==> config.mk <==
export PLATFORM = sky130hd
export DESIGN_NAME = prog_loader_flat
export DESIGN_NICKNAME = d
export VERILOG_FILES = /design/src/rtl/prog_loader_pkg.sv /design/src/rtl/prog_loader_if.sv /design/src/rtl/prog_loader_sync_edge.sv /design/src/rtl/prog_loader.sv /design/src/flat_wrapper.sv
export SDC_FILE = /design/constraint.sdc
export NUM_CORES = 1
export LEC_CHECK = 0
export CORE_AREA = 2 2 178 93
export DETAILED_ROUTE_END_ITERATION = 6
export DIE_AREA = 0 0 180 95
export GPL_TIMING_DRIVEN = 0
export SYNTH_ARGS = -nofsm -noshare
export SYNTH_HDL_FRONTEND = slang
export SYNTH_HIERARCHICAL = 1
export SYNTH_SLANG_ARGS = --single-unit
==> constraint.sdc <==
create_clock -name clk -period 4.1 [get_ports clk]
set_clock_uncertainty 0.05 [all_clocks]
set_input_delay 0.82 -clock clk [delete_from_list [all_inputs] [get_ports clk]]
set_output_delay 0.82 -clock clk [all_outputs]
set_load 0.1 [all_outputs]
==> src/rtl/prog_loader_pkg.sv <==
// Shared definitions for the writable program store and the core decoder:
// loader state encoding, the idle instruction and instruction field positions.
package prog_loader_pkg;

  typedef enum logic [1:0] {
    ST_RUN     = 2'd0,
    ST_LOAD_HI = 2'd1,
    ST_LOAD_LO = 2'd2,
    ST_EXIT    = 2'd3
  } state_t;

  // No jump, no register write: safe to feed the core while it is held.
  localparam logic [7:0] NOP_INSTR = 8'h30;

  localparam int unsigned JUMP_HI = 7;
  localparam int unsigned JUMP_LO = 6;
  localparam int unsigned DEST_HI = 5;
  localparam int unsigned DEST_LO = 4;
  localparam int unsigned SEL_BIT = 3;
  localparam int unsigned IMM_HI  = 2;
  localparam int unsigned IMM_LO  = 0;

  function automatic logic [1:0] instr_jump(input logic [7:0] i);
    return i[JUMP_HI:JUMP_LO];
  endfunction

endpackage

==> src/rtl/prog_loader_if.sv <==
// Core-facing fetch bus: program counter in, instruction and core control out.
interface prog_loader_if #(
  parameter int unsigned ADDR_W = 4,
  parameter int unsigned DATA_W = 8
);
  logic [ADDR_W-1:0] pc;
  logic [DATA_W-1:0] instr;
  logic              core_hold;
  logic              core_rst;

  // The core drives the PC and consumes the instruction and control lines.
  modport master (output pc, input instr, input core_hold, input core_rst);
  modport slave  (input pc, output instr, output core_hold, output core_rst);
endinterface

==> src/rtl/prog_loader_sync_edge.sv <==
// Two-flop synchroniser for an asynchronous switch/button, with a one-cycle
// pulse on the rising edge of the synchronised level.
module sync_edge (
  input  logic clk,
  input  logic rst,
  input  logic async_in,
  output logic level,
  output logic rise
);
  logic s1, s2, s3;

  always_ff @(posedge clk) begin
    if (rst) begin
      s1 <= 1'b0;
      s2 <= 1'b0;
      s3 <= 1'b0;
    end else begin
      s1 <= async_in;
      s2 <= s1;
      s3 <= s2;
    end
  end

  assign level = s2;
  assign rise  = s2 & ~s3;
endmodule

==> src/rtl/prog_loader.sv <==
// Writable program store replacing the instruction ROM: combinational fetch in
// run mode, nibble-by-nibble entry from switches in load mode.
module prog_loader #(
  parameter int unsigned    ADDR_W    = 4,
  parameter int unsigned    DATA_W    = 8,
  parameter logic [DATA_W-1:0] NOP_INSTR = prog_loader_pkg::NOP_INSTR
) (
  input  logic              clk,
  input  logic              R,
  prog_loader_if.slave      core,
  input  logic              load_mode,
  input  logic [3:0]        nib_in,
  input  logic              nib_strobe,
  output logic [ADDR_W-1:0] load_addr,
  output logic              hi_pending,
  output logic              wrapped
);
  import prog_loader_pkg::*;

  localparam int unsigned DEPTH = 1 << ADDR_W;

  state_t             state;
  logic [3:0]         hi;
  logic               hold_q;
  logic               rst_q;
  logic               load_lvl;
  logic               load_rise_unused;
  logic               strobe_ev;
  logic               strobe_lvl_unused;
  logic               wr_en;

  // Memory is deliberately outside the reset domain; R leaves the program intact.
  logic [DATA_W-1:0]  mem [DEPTH] = '{default: NOP_INSTR};

  sync_edge u_sync_load (
    .clk      (clk),
    .rst      (R),
    .async_in (load_mode),
    .level    (load_lvl),
    .rise     (load_rise_unused)
  );

  sync_edge u_sync_strobe (
    .clk      (clk),
    .rst      (R),
    .async_in (nib_strobe),
    .level    (strobe_lvl_unused),
    .rise     (strobe_ev)
  );

  assign wr_en = (state == ST_LOAD_LO) && strobe_ev && !R;

  always_ff @(posedge clk) begin
    if (wr_en)
      mem[load_addr] <= {hi, nib_in};
  end

  always_ff @(posedge clk) begin
    if (R) begin
      state      <= ST_RUN;
      load_addr  <= '0;
      hi         <= '0;
      hi_pending <= 1'b0;
      wrapped    <= 1'b0;
      hold_q     <= 1'b0;
      rst_q      <= 1'b0;
    end else begin
      case (state)
        ST_RUN: begin
          if (load_lvl) begin
            state     <= ST_LOAD_HI;
            load_addr <= '0;
            wrapped   <= 1'b0;
            hold_q    <= 1'b1;
          end
        end
        ST_LOAD_HI: begin
          if (strobe_ev) begin
            hi         <= nib_in;
            hi_pending <= 1'b1;
            state      <= ST_LOAD_LO;
          end else if (!load_lvl) begin
            state <= ST_EXIT;
            rst_q <= 1'b1;
          end
        end
        ST_LOAD_LO: begin
          // A strobe wins over a simultaneous load_mode drop; the drop is
          // seen again from LOAD_HI on the next edge.
          if (strobe_ev) begin
            load_addr  <= ADDR_W'(load_addr + 1'b1);
            hi_pending <= 1'b0;
            state      <= ST_LOAD_HI;
            if (&load_addr)
              wrapped <= 1'b1;
          end else if (!load_lvl) begin
            hi         <= '0;
            hi_pending <= 1'b0;
            state      <= ST_EXIT;
            rst_q      <= 1'b1;
          end
        end
        ST_EXIT: begin
          state  <= ST_RUN;
          rst_q  <= 1'b0;
          hold_q <= 1'b0;
        end
        default: state <= ST_RUN;
      endcase
    end
  end

  always_comb begin
    core.instr = NOP_INSTR;
    if (state == ST_RUN)
      core.instr = mem[core.pc];
  end

  assign core.core_hold = hold_q;
  assign core.core_rst  = rst_q;
endmodule

==> src/flat_wrapper.sv <==
// flat-port wrapper written by rule: the top's interface ports become plain ports
module prog_loader_flat import prog_loader_pkg::*;
#(
  parameter int unsigned    ADDR_W    = 4,
  parameter int unsigned    DATA_W    = 8,
  parameter logic [DATA_W-1:0] NOP_INSTR = prog_loader_pkg::NOP_INSTR
)
  (clk, R, load_mode, nib_in, nib_strobe, load_addr, hi_pending, wrapped, core_pc, core_instr, core_core_hold, core_core_rst);
  prog_loader_if #(.ADDR_W(ADDR_W), .DATA_W(DATA_W)) core_i ();
  input  logic clk;
  input  logic R;
  input  logic load_mode;
  input  logic [3:0] nib_in;
  input  logic nib_strobe;
  output logic [ADDR_W-1:0] load_addr;
  output logic hi_pending;
  output logic wrapped;
  input wire logic [$bits(core_i.pc)-1:0] core_pc;
  output wire logic [$bits(core_i.instr)-1:0] core_instr;
  output wire logic [$bits(core_i.core_hold)-1:0] core_core_hold;
  output wire logic [$bits(core_i.core_rst)-1:0] core_core_rst;
  assign core_i.pc = core_pc;
  assign core_instr = core_i.instr;
  assign core_core_hold = core_i.core_hold;
  assign core_core_rst = core_i.core_rst;
  prog_loader #(.ADDR_W(ADDR_W), .DATA_W(DATA_W), .NOP_INSTR(NOP_INSTR)) u_core (.clk(clk), .R(R), .core(core_i), .load_mode(load_mode), .nib_in(nib_in), .nib_strobe(nib_strobe), .load_addr(load_addr), .hi_pending(hi_pending), .wrapped(wrapped));
endmodule
## Word-level counts from Yosys, hierarchy flattened

Memory sizes are Yosys's and may differ from the RTL's.
Index checks and enable logic that the tools add are counted.

| word-level totals | value |
|---|---|
| register bits after elaboration | 19 |
| memory bits (writable) | 128 |
| input port bits | 12 |
| output and inout port bits | 16 |
| word-level logic and storage cells | 72 |
| memories | 1 |

| cells by class | value |
|---|---|
| add/subtract/negate cells | 1 |
| equality and inequality tests | 12 |
| mux-type cells | 28 |
| bitwise operators | 2 |
| reduce and logical (&&, ||, !) cells | 16 |

Memories:

| memory | depth | bits a word | read ports | clocked after memory_dff | wr ports | RTL line | source |
|---|---|---|---|---|---|---|---|
| u_core.mem | 16 | 8 | 1 | 0 | 1 | prog_loader.sv:33 | `logic [DATA_W-1:0] mem [DEPTH] = '{default: NOP_INSTR};` |

Operators with widths:

| operator | count |
|---|---|
| $mux W4 | 5 |
| $pmux W4 S2 | 2 |
| $ne A2 B2 Y1 const B | 6 |
| $reduce_and A4 Y1 | 3 |
| $mux W1 | 11 |
| $reduce_and A3 Y1 | 3 |
| $mux W2 | 4 |
| $mux W8 | 1 |
| $pmux W1 S2 | 4 |
| $pmux W2 S4 | 1 |
| $reduce_bool A2 Y1 | 4 |
| $add A4 B1 Y4 const B | 1 |
| $eq A2 B2 Y1 const B | 2 |
| $ne A2 B1 Y1 const B | 2 |
| $ne A3 B2 Y1 const B | 1 |
| $eq A2 B1 Y1 const B | 1 |
| $logic_and A1 B1 Y1 | 2 |
| $logic_not A2 Y1 | 1 |
| $reduce_and A2 Y1 | 1 |
| $reduce_or A2 Y1 | 1 |
| $and A1 B1 Y1 | 1 |
| $logic_not A1 Y1 | 1 |
| $not A1 Y1 | 1 |

## Longest topological paths before layout

Gate-level depths: netlist of the first run.

| depth | value |
|---|---|
| depth in word-level cells | 6 |
| gate-level depth with buffers | 7 |
| gate-level depth less buffers | 6 |

## Cells and area by module

The synthesis of the first run kept the hierarchy.

By module, submodules not included:

| module | times used | cells each | area each (µm²) | sequential area each (µm²) |
|---|---|---|---|---|
| prog_loader | 1 | 354 | 5,898.2 | 4,124.0 |
| sync_edge | 2 | 7 | 87.6 | 60.1 |

## Worst setup path before layout of the first run

OpenSTA, ideal clock, no wires.

| path | value |
|---|---|
| path kind | input -> output |
| from | input core_pc[1] |
| to | output core_instr[2] |
| arrival time | 3,126 ps |
| data required time | 3,230 ps |
| setup slack | 104 ps |
| stages | 7 |
| buffers on the path | 3 |
| cells stage by stage | buf_6 buf_12 buf_6 mux2i_1 a22oi_1 a22oi_1 o211ai_1 |

| on the way | value |
|---|---|
| longest elaborated chain between the ends | 2 |

Ends and longest elaborated chain:

| item | RTL line | source |
|---|---|---|
| start, declared | flat_wrapper.sv:18 | `input wire logic [$bits(core_i.pc)-1:0] core_pc;` |
| $mem_v2 Z16 W8 | -- |  |
| $mux W8 | prog_loader.sv:115 | `if (state == ST_RUN)` |
| end, declared | flat_wrapper.sv:19 | `output wire logic [$bits(core_i.instr)-1:0] core_instr;` |

No other way between the ends.

## Worst setup path after layout of the first run

| path | value |
|---|---|
| from | input core_pc[1] |
| to | output core_instr[5] |

Same word-level chain as after synthesis.

==> results of run 1 <==
-- critical path: cells and delay by family --
family / cells / cell delay [ps]
mux: 1 / 410
buf+inv: 4 / 1500
compound gates: 1 / 170
simple gates: 1 / 140
-- flip-flops by register name, summed over array words and instances (netlist names) --
register	flops
u_core/mem	128
u_core/state	2
u_core/load_addr	4
u_core/u_sync_strobe/s1	1
u_core/hi	4
u_core/hi_pending	1
u_core/u_sync_load/level	1
u_core/core.core_hold	1
u_core/u_sync_load/s1	1
u_core/u_sync_strobe/level	1
u_core/core.core_rst	1
u_core/u_sync_strobe/s3	1
u_core/wrapped	1
-- area by class of cell --
| type | count | area [um^2] | area share (%) |
|---|---|---|---|
| plain buffers | 19 | 123 | 1.71 |
| clock buffers | 18 | 429 | 6.00 |
| clock inverters | 13 | 184 | 2.57 |
| inverters | 7 | 26.3 | 0.367 |
| multi-input cells | 192 | 1690 | 23.6 |
| flip-flops and latches | 147 | 4220 | 59.1 |
| well taps | 210 | 263 | 3.67 |
| repair buffers | 25 | 219 | 3.06 |
-- worst max path at each step --
stage / cells after the start / slack [ps] / endpoint / from
3_3_place_gp: 6 / -160 / core_instr[3] / core_pc[2]
4_1_cts: 7 / 0.3 / core_instr[3] / u_core/state[1]$_SDFFE_PP0P_
2_1_floorplan: 7 / 100 / core_instr[2] / core_pc[1]
5_1_grt: 7 / 90 / core_instr[5] / core_pc[1]
6_report: 7 / 180 / core_instr[5] / core_pc[1]
3_5_place_dp: 6 / -200 / core_instr[3] / core_pc[2]
-- metal layers --
layer / vias up / global-route usage [%]
met2: 127 / 22.4
met5: - / 0
met1: 1753 / 26.9
li1: 1515 / -
met4: 0 / 4.88
met3: 12 / 4.40
-- where the power goes --
part	switching (mW)	internal, mW	total [mW]
Sequential	0.0339	1.65	1.69
Clock	0.600	1.02	1.62
Combinational	0.678	0.233	0.910
-- what timing repair did --
action / CTS / global route
setup endpoints to repair: 6 / 6
resized for setup: 8 / 10
buffers inserted: 0 / 0
hold buffers: 0 / 0
hold endpoints to repair: 0 / 0
pin swaps: 0 / 0
==> results by group, run 1 <==
Placement
  • Pre-CTS setup slack: -198 ps
  • Dpl cells: 600
  • Placed Area: 6560 um^2
  • GPL Wtd Cong: 0.822
  • Detailed placer's ending HPWL: 9420 um
  • IO buf count: 23

Drt
  • Routed Antenna Nets: 0
  • Initial DRC Count: 323
  • Via Count: 3407
  • 1st-pass router iterations: 5
  • DRC Markers: 0
  • Drt wl/cell: 21.6 um
  • Met3 WL: 1060 um
  • Routed wl met2: 5400 um
  • Wire length on met1: 7020 um
  • WL final: 13600 um
  • Max Used Layer: met4
  • Number of vias per cell: 5.40

Hold path
  • Cell depth of the worst hold path: 1
  • Hold Path Class: register to register
  • Min-delay src: u_core/u_sync_load/s1$_SDFF_PP0_
  • Hold path endpoint: u_core/u_sync_load/level$_SDFF_PP0_

Floorplan
  • Core box area: 15700 um^2
  • Die X: 180 um
  • Full die area: 17100 um^2
  • Initial core utilization: 38.4%
  • IO Count: 28
  • Die height: 95 um
  • Site Rows: 33

Worst setup path
  • R2R Setup Slk: 1070 ps
  • Crit-path max cell delay: 1010 ps
  • CP Data Required Time: 3230 ps
  • Worst-case reg-to-reg path depth: 7
  • CP Cell Sequence: buf_6, buf_12, buf_4, mux2_2, a31oi_1, nand4_1, clkdlybuf4s50_1
  • Endpoint kind of the worst setup timing path: output port
  • CP Data Arrival Time: 3050 ps
  • Crit Path Max Fanout: 10
  • CP max-delay cell: clkdlybuf4s50_1
  • Worst R2R Start: u_core/state[0]$_SDFFE_PP0P_
  • Crit Reg-Reg Endpoint: u_core/mem[7][2]$_DFFE_PP_
  • Startpoint Class: input pin
  • Critical path class: input pin to output port

Clock tree
  • Clock Latency Late Sink: 410 ps
  • Clock root buffer: clkbuf_16
  • CTS tree: built
  • Cts bufs inserted: 17
  • Clk slew on worst S/H paths: 60 ps
  • CTS max path bufs: 2
  • CTS Sinks: 147
  • H-tree levels: 4

Timing
  • Fin. max-slew vios: 0
  • Tmin final: 3920 ps
  • Final WS setup: 180 ps
  • Slew @ Worst Pin: 1090 ps
  • RSZ-0062 raised after global routing: no
  • Worst rel slew slack: 27.2%
  • Setup Viol. Count Final: 0
  • Post-Route Setup TNS: 0 ps
  • Hold Slack: 388 ps
  • Final period utilization: 95.6%
  • Fmax: 255 MHz
  • Final Hold Vio Count: 0

Cells and area
  • Fill count: 1356
  • Fin util: 45.5%
  • Ant diodes: 0
  • Share of cells above drive strength 1: 17.8%
  • Post-route non-filler standard cell count: 631
  • Leading cell types in the layout, fill and taps excluded: 128 x edfxtp_1, 27 x nor2_1, 19 x nand2_1, 19 x dfxtp_1
  • Design Area, Final: 7150 um^2
  • Most common library cell in the layout ignoring fill and taps: edfxtp_1
  • Layout area overhead: 18.5%
  • Nets: 431

Flow run
  • Max Cap Viol: 0

Global route
  • Largest net degree at the start of global routing: 18
  • GRT Total Usage: 17.0%
  • Vias in the first global route: 3345
  • Total grt overflow: 0
  • Initial antenna violation count: 0
  • First-pass GRT wire length: 20500 um

Power and ir drop
  • Final Power: 4.21 mW
  • Worst VDD drop: 0.260 mV
  • Leak: 2.41 nW
  • Pwr Density: 589 nW/um^2

Logic synthesis
  • Syn Inst Count: 365
  • Synthesized area: 6040 um^2
  • Synthesized Nets: 387
  • YS warnings: 6
  • Synth Area per Inst: 16.5 um^2

Outcome
  • Outcome: finished, final reports clean
Power figures use the tool's default switching activity.
==> inputs of run 2 (changes only) <==
--- a/config.mk
+++ b/config.mk
@@ -5,10 +5,14 @@
 export SDC_FILE = /design/constraint.sdc
 export NUM_CORES = 1
 export LEC_CHECK = 0
-export CORE_AREA = 2 2 178 93
+export ABC_AREA = 1
+export CELL_PAD_IN_SITES_DETAIL_PLACEMENT = 0
+export CELL_PAD_IN_SITES_GLOBAL_PLACEMENT = 1
+export CORE_AREA = 2 2 182 95
 export DETAILED_ROUTE_END_ITERATION = 6
-export DIE_AREA = 0 0 180 95
+export DIE_AREA = 0 0 184 97
 export GPL_TIMING_DRIVEN = 0
+export PLACE_DENSITY_LB_ADDON = 0.1
 export SYNTH_ARGS = -nofsm -noshare
 export SYNTH_HDL_FRONTEND = slang
 export SYNTH_HIERARCHICAL = 1
==> results by group, run 2 <==
Drt
  • Number of vias per cell: 5.05
  • 1st-pass router iterations: 7
  • Initial DRC Count: 522
  • Via Count: 4476
  • Drt wl/cell: 20.0 um
  • WL final: 17800 um
  • Routed Antenna Nets: 0
  • DRC Markers: 0

Hold path
  • Hold path endpoint: u_core/u_sync_strobe/level$_SDFF_PP0_
  • Min-delay src: u_core/u_sync_strobe/s1$_SDFF_PP0_
  • Hold Path Class: register to register
  • Cell depth of the worst hold path: 2

Timing
  • Post-Route Setup TNS: 0 ps
  • Slew @ Worst Pin: 980 ps
  • Final period utilization: 97.5%
  • Tmin final: 4000 ps
  • Worst rel slew slack: 34.6%
  • Fin. max-slew vios: 0
  • Final Hold Vio Count: 0
  • Setup Viol. Count Final: 0
  • Fmax: 250 MHz
  • RSZ-0062 raised after global routing: no

Clock tree
  • Clock Latency Late Sink: 420 ps
  • CTS max path bufs: 2
  • Post-CTS Hold Fix Bufs: 0
  • Cts bufs inserted: 17
  • H-tree levels: 4
  • Post-CTS Resized: 0
  • Clock root buffer: clkbuf_16
  • Clk slew on worst S/H paths: 60 ps
  • Setup Buffers After CTS: 0
  • CTS tree: built
  • CTS Sinks: 147

Outcome
  • Outcome: finished, final reports clean

Worst setup path
  • Worst R2R Start: u_core/u_sync_strobe/level$_SDFF_PP0_
  • Startpoint Class: input pin
  • CP most frequent cell: nand3_1
  • CP Data Required Time: 3230 ps
  • Endpoint kind of the worst setup timing path: output port
  • CP Cell Sequence: buf_4, inv_4, buf_2, nand2_1, nand3_1, nand3_1, a21oi_1, clkdlybuf4s50_1
  • Crit-path max cell delay: 1150 ps
  • Crit Reg-Reg Endpoint: u_core/mem[15][0]$_DFFE_PP_
  • CP top delay family: buffers and inverters
  • Worst-case reg-to-reg path depth: 6
  • CP max-delay cell: clkdlybuf4s50_1
  • CP Data Arrival Time: 3130 ps
  • R2R Setup Slk: 1380 ps
  • Crit Path Max Fanout: 10
  • Critical path class: input pin to output port
  • Buf+Inv Stages, Crit Path: 4

Global route
  • Initial antenna violation count: 0
  • Largest net degree at the start of global routing: 18
  • GRT Total Usage: 21.1%
  • Vias in the first global route: 4288
  • First-pass GRT wire length: 26700 um
  • Total grt overflow: 0

Placement
  • IO buf count: 23
  • Dpl cells: 854
  • Detailed placer's ending HPWL: 12900 um
  • GPL Wtd Cong: 0.903

Power and ir drop
  • Worst VDD drop: 0.232 mV
  • Leak: 2.95 nW
  • Pwr Density: 566 nW/um^2
  • Final Power: 4.19 mW

Flow run
  • Max Cap Viol: 0

Cells and area
  • Area of the multi-input gates: 1690 um^2
  • Max reg flops: 128
  • Fill count: 1509
  • Post-route non-filler standard cell count: 886
  • Biggest regs: u_core/mem x128, u_core/hi x4, u_core/load_addr x4
  • Leading cell types in the layout, fill and taps excluded: 180 x nand2_1, 128 x edfxtp_1, 82 x nand3_1, 73 x inv_1, 47 x nor2_1
  • Share of cells above drive strength 1: 8.73%
  • Nets: 685
  • Ant diodes: 0
  • Register name with the most flops: u_core/mem
  • Sequential cell area: 4220 um^2
  • Most common library cell in the layout ignoring fill and taps: nand2_1
  • Layout area overhead: 16.4%

Floorplan
  • IO Count: 28
  • Die height: 97 um
  • Site Rows: 33
  • Core box area: 16100 um^2
  • Initial core utilization: 39.5%
  • Full die area: 17800 um^2
  • Die X: 184 um

Logic synthesis
  • Synthesized Nets: 643
  • Synth Area per Inst: 10.3 um^2
  • YS warnings: 6
  • Syn Inst Count: 621
  • Synthesized area: 6370 um^2
-- run 2: cell types whose count changed in the layout (fill, tap and decap cells not counted), sizes merged, moves of 14 or more --
cell,change
nor2,+22
mux4,-24
mux2i,-14
o21ai,+16
inv,+70
nand3,+72
nand2,+161
-- run 2: worst max-delay path by stage --
stage                           from            end  slack, ps  depth (start not counted)
final                     core_pc[1]  core_instr[6]        100                          8
after global routing      core_pc[1]  core_instr[2]         20                          8
after CTS                 core_pc[1]  core_instr[1]        100                          8
after detailed placement  core_pc[1]  core_instr[1]        100                          8
after global placement    core_pc[1]  core_instr[1]        110                          8
after floorplan           core_pc[0]  core_instr[1]        300                          8
-- run 2: routing by layer --
| metal | vias to the layer above | global-route usage [%] | part of all wire [%] |
|---|---|---|---|
| met5 | - | 0 | 0 |
| met2 | 167 | 26.4 | 38 |
| li1 | 2144 | - | - |
| met4 | 0 | 7.02 | 1.4 |
| met3 | 23 | 4.44 | 8.6 |
| met1 | 2142 | 34.8 | 52 |
-- run 2: cell type report --
class / instances / area share [%]
multi-input cells: 373 / 22.8
clock buffers: 19 / 5.98
flip-flops and latches: 147 / 57.0
plain buffers: 25 / 2.23
repair buffers: 23 / 3.14
clock inverters: 13 / 1.39
inverters: 76 / 3.89
well taps: 210 / 3.55
-- run 2: power by group --
part | switching (mW) | internal [mW]
Clock | 0.622 | 0.797
Combinational | 0.720 | 0.225
Sequential | 0.101 | 1.73
-- run 2: through the flow --
step           area, um^2  hold slack [ps]  worst slack [ps]  util (%)
3_3_place_gp         6860              345               114      42.6
5_1_grt              7410              400              21.9      46.0
6_report             7410              362               104      46.0
3_5_place_dp         6860              356               104      42.6
4_1_cts              7400              364               104      46.0
2_1_floorplan        6370              338               297         -
-- run 2: worst min-delay path: cells and delay by family, from the launching register on --
kind / cells / cell delay (ps)
buf+inv: 1 / 40
flops: 1 / 300
simple gates: 1 / 30
==> inputs of run 3 (changes only) <==
--- a/config.mk
+++ b/config.mk
@@ -8,9 +8,9 @@
 export ABC_AREA = 1
 export CELL_PAD_IN_SITES_DETAIL_PLACEMENT = 0
 export CELL_PAD_IN_SITES_GLOBAL_PLACEMENT = 1
-export CORE_AREA = 2 2 182 95
+export CORE_AREA = 2 2 107 160
 export DETAILED_ROUTE_END_ITERATION = 6
-export DIE_AREA = 0 0 184 97
+export DIE_AREA = 0 0 109 162
 export GPL_TIMING_DRIVEN = 0
 export PLACE_DENSITY_LB_ADDON = 0.1
 export SYNTH_ARGS = -nofsm -noshare
==> results by group, run 3 (same netlist as run 2, synthesis figures left out) <==
Outcome
  • Outcome: finished, final reports clean

Timing
  • RSZ-0062 raised after global routing: no
  • Slew @ Worst Pin: 981 ps
  • Setup Viol. Count Final: 0
  • Post-Route Setup TNS: 0 ps
  • Final period utilization: 96.2%
  • Fin. max-slew vios: 0
  • Tmin final: 3940 ps
  • Final Hold Vio Count: 0
  • Fmax: 254 MHz
  • Worst rel slew slack: 34.4%

Drt
  • WL final: 17400 um
  • DRC Markers: 0
  • 1st-pass router iterations: 5
  • Via Count: 4444
  • Drt wl/cell: 19.7 um
  • Initial DRC Count: 245
  • Number of vias per cell: 5.04
  • Routed Antenna Nets: 0

Clock tree
  • Setup Buffers After CTS: 0
  • Post-CTS Hold Fix Bufs: 0
  • Clock root buffer: clkbuf_16
  • CTS max path bufs: 2
  • H-tree levels: 4
  • CTS Sinks: 147
  • Post-CTS Resized: 0
  • CTS tree: built
  • Clock Latency Late Sink: 420 ps
  • Cts bufs inserted: 17
  • Clk slew on worst S/H paths: 60 ps

Worst setup path
  • Buf+Inv Stages, Crit Path: 4
  • CP Cell Sequence: buf_6, inv_2, buf_4, nand2_1, nand2_1, nand2_1, nand3_1, nand3_1, a21oi_1, clkdlybuf4s50_1
  • Crit Reg-Reg Endpoint: u_core/mem[14][1]$_DFFE_PP_
  • Worst-case reg-to-reg path depth: 6
  • Crit Path Max Fanout: 10
  • CP max-delay cell: clkdlybuf4s50_1
  • Startpoint Class: input pin
  • Worst R2R Start: u_core/u_sync_strobe/level$_SDFF_PP0_
  • CP Launch Point: core_pc[0]
  • CP Data Required Time: 3230 ps
  • CP top delay family: buffers and inverters
  • R2R Setup Slk: 1450 ps
  • CP Data Arrival Time: 3070 ps
  • Crit-path max cell delay: 1160 ps
  • Setup crit end: core_instr[3]
  • Endpoint kind of the worst setup timing path: output port
  • CP most frequent cell: nand2_1
  • CP Depth: 10
  • Critical path class: input pin to output port

Cells and area
  • Fill count: 1541
  • Layout area overhead: 17.4%
  • Ant diodes: 0
  • Fin util: 46.2%
  • Max reg flops: 128
  • Area of the multi-input gates: 1690 um^2
  • Register name with the most flops: u_core/mem
  • Leading cell types in the layout, fill and taps excluded: 180 x nand2_1, 128 x edfxtp_1, 82 x nand3_1, 73 x inv_1, 47 x nor2_1
  • Biggest regs: u_core/mem x128, u_core/hi x4, u_core/load_addr x4
  • Most common library cell in the layout ignoring fill and taps: nand2_1
  • Share of cells above drive strength 1: 8.88%
  • Nets: 685
  • Sequential cell area: 4220 um^2

Placement
  • Detailed placer's ending HPWL: 12200 um
  • IO buf count: 23
  • GPL Wtd Cong: 0.921

Global route
  • GR Util met3: 3.65%
  • Largest net degree at the start of global routing: 18
  • First-pass GRT wire length: 26300 um
  • Vias in the first global route: 4549
  • GRT Total Usage: 21.0%
  • M2 GR Usage: 39.0%
  • Total grt overflow: 0
  • Initial antenna violation count: 0
  • GR Util met1: 23.5%
  • Top Usage Layer GRT: met2

Floorplan
  • Full die area: 17700 um^2
  • Core box area: 16200 um^2
  • Die height: 162 um
  • Site Rows: 57
  • IO Count: 28
  • Die X: 109 um
  • Initial core utilization: 39.3%

Flow run
  • Max Cap Viol: 0

Power and ir drop
  • Worst VDD drop: 0.415 mV
  • Leak: 3.00 nW
  • Pwr Density: 582 nW/um^2

Hold path
  • Hold Path Class: register to register
-- run 3: cell count changes in the layout (fill, tap and decap cells not counted), sizes merged --
| cell | previous run | this run |
|---|---|---|
| inv | 79 | 81 |
| clkbuf | 20 | 22 |
| clkinvlp | 3 | 1 |
| bufinv | 0 | 1 |
| clkinv | 7 | 4 |
-- run 3: metal layers --
metal  routed length (um)  share of wire [%]
met1                 6650                 38
met3                  684                3.9
met2                 9630                 55
met4                  419                2.4
met5                    0                  0
-- run 3: report_power, final --
part	leakage [nW]	internal [mW]	total, mW	switching (mW)
Sequential	1.32	1.73	1.82	0.0971
Combinational	1.37	0.225	0.940	0.715
Clock	0.303	0.953	1.59	0.633
Total	3.00	2.90	4.35	1.45
-- run 3: through the flow --
stage | power [mW] | instances | worst slack [ps] | cell area [um^2] | hold slack, ps
finish | 4.35 | 882 | 157 | 7470 | 351
global route | 4.52 | 882 | 56.2 | 7470 | 377
CTS | 4.37 | 882 | 55.4 | 7470 | 353
detailed placement | 2.79 | 850 | 70.0 | 6850 | 344
global placement | 2.79 | 850 | 35.3 | 6850 | 340
floorplan | 2.50 | 621 | 297 | 6370 | 338
-- run 3: layout make-up --
type,instances,area share [%]
Sequential cell,147,56.5
Multi-Input combinational cell,373,22.6
Clock buffer,21,6.73
Inverter,76,3.85
Tap cell,206,3.45
Timing Repair Buffer,23,3.11
Buffer,25,2.21
Clock inverter,11,1.51
-- run 3: worst min path at each step --
stage / start / endpoint / slack [ps] / cells past startpoint
final: u_core/u_sync_strobe/s1$_SDFF_PP0_ / u_core/u_sync_strobe/level$_SDFF_PP0_ / 350 / 2
after global routing: u_core/u_sync_strobe/s1$_SDFF_PP0_ / u_core/u_sync_strobe/level$_SDFF_PP0_ / 380 / 2
after CTS: u_core/u_sync_strobe/s1$_SDFF_PP0_ / u_core/u_sync_strobe/level$_SDFF_PP0_ / 350 / 2
after detailed placement: u_core/u_sync_strobe/s1$_SDFF_PP0_ / u_core/u_sync_strobe/level$_SDFF_PP0_ / 340 / 2
after global placement: u_core/u_sync_load/s1$_SDFF_PP0_ / u_core/u_sync_load/level$_SDFF_PP0_ / 340 / 2
after floorplan: u_core/u_sync_load/s1$_SDFF_PP0_ / u_core/u_sync_load/level$_SDFF_PP0_ / 340 / 2
-- run 3: tightest hold or removal path, cell delays in order (launching register included) --
cell and delay (ps):
dfxtp_1 290, inv_1 40, nor2_1 30
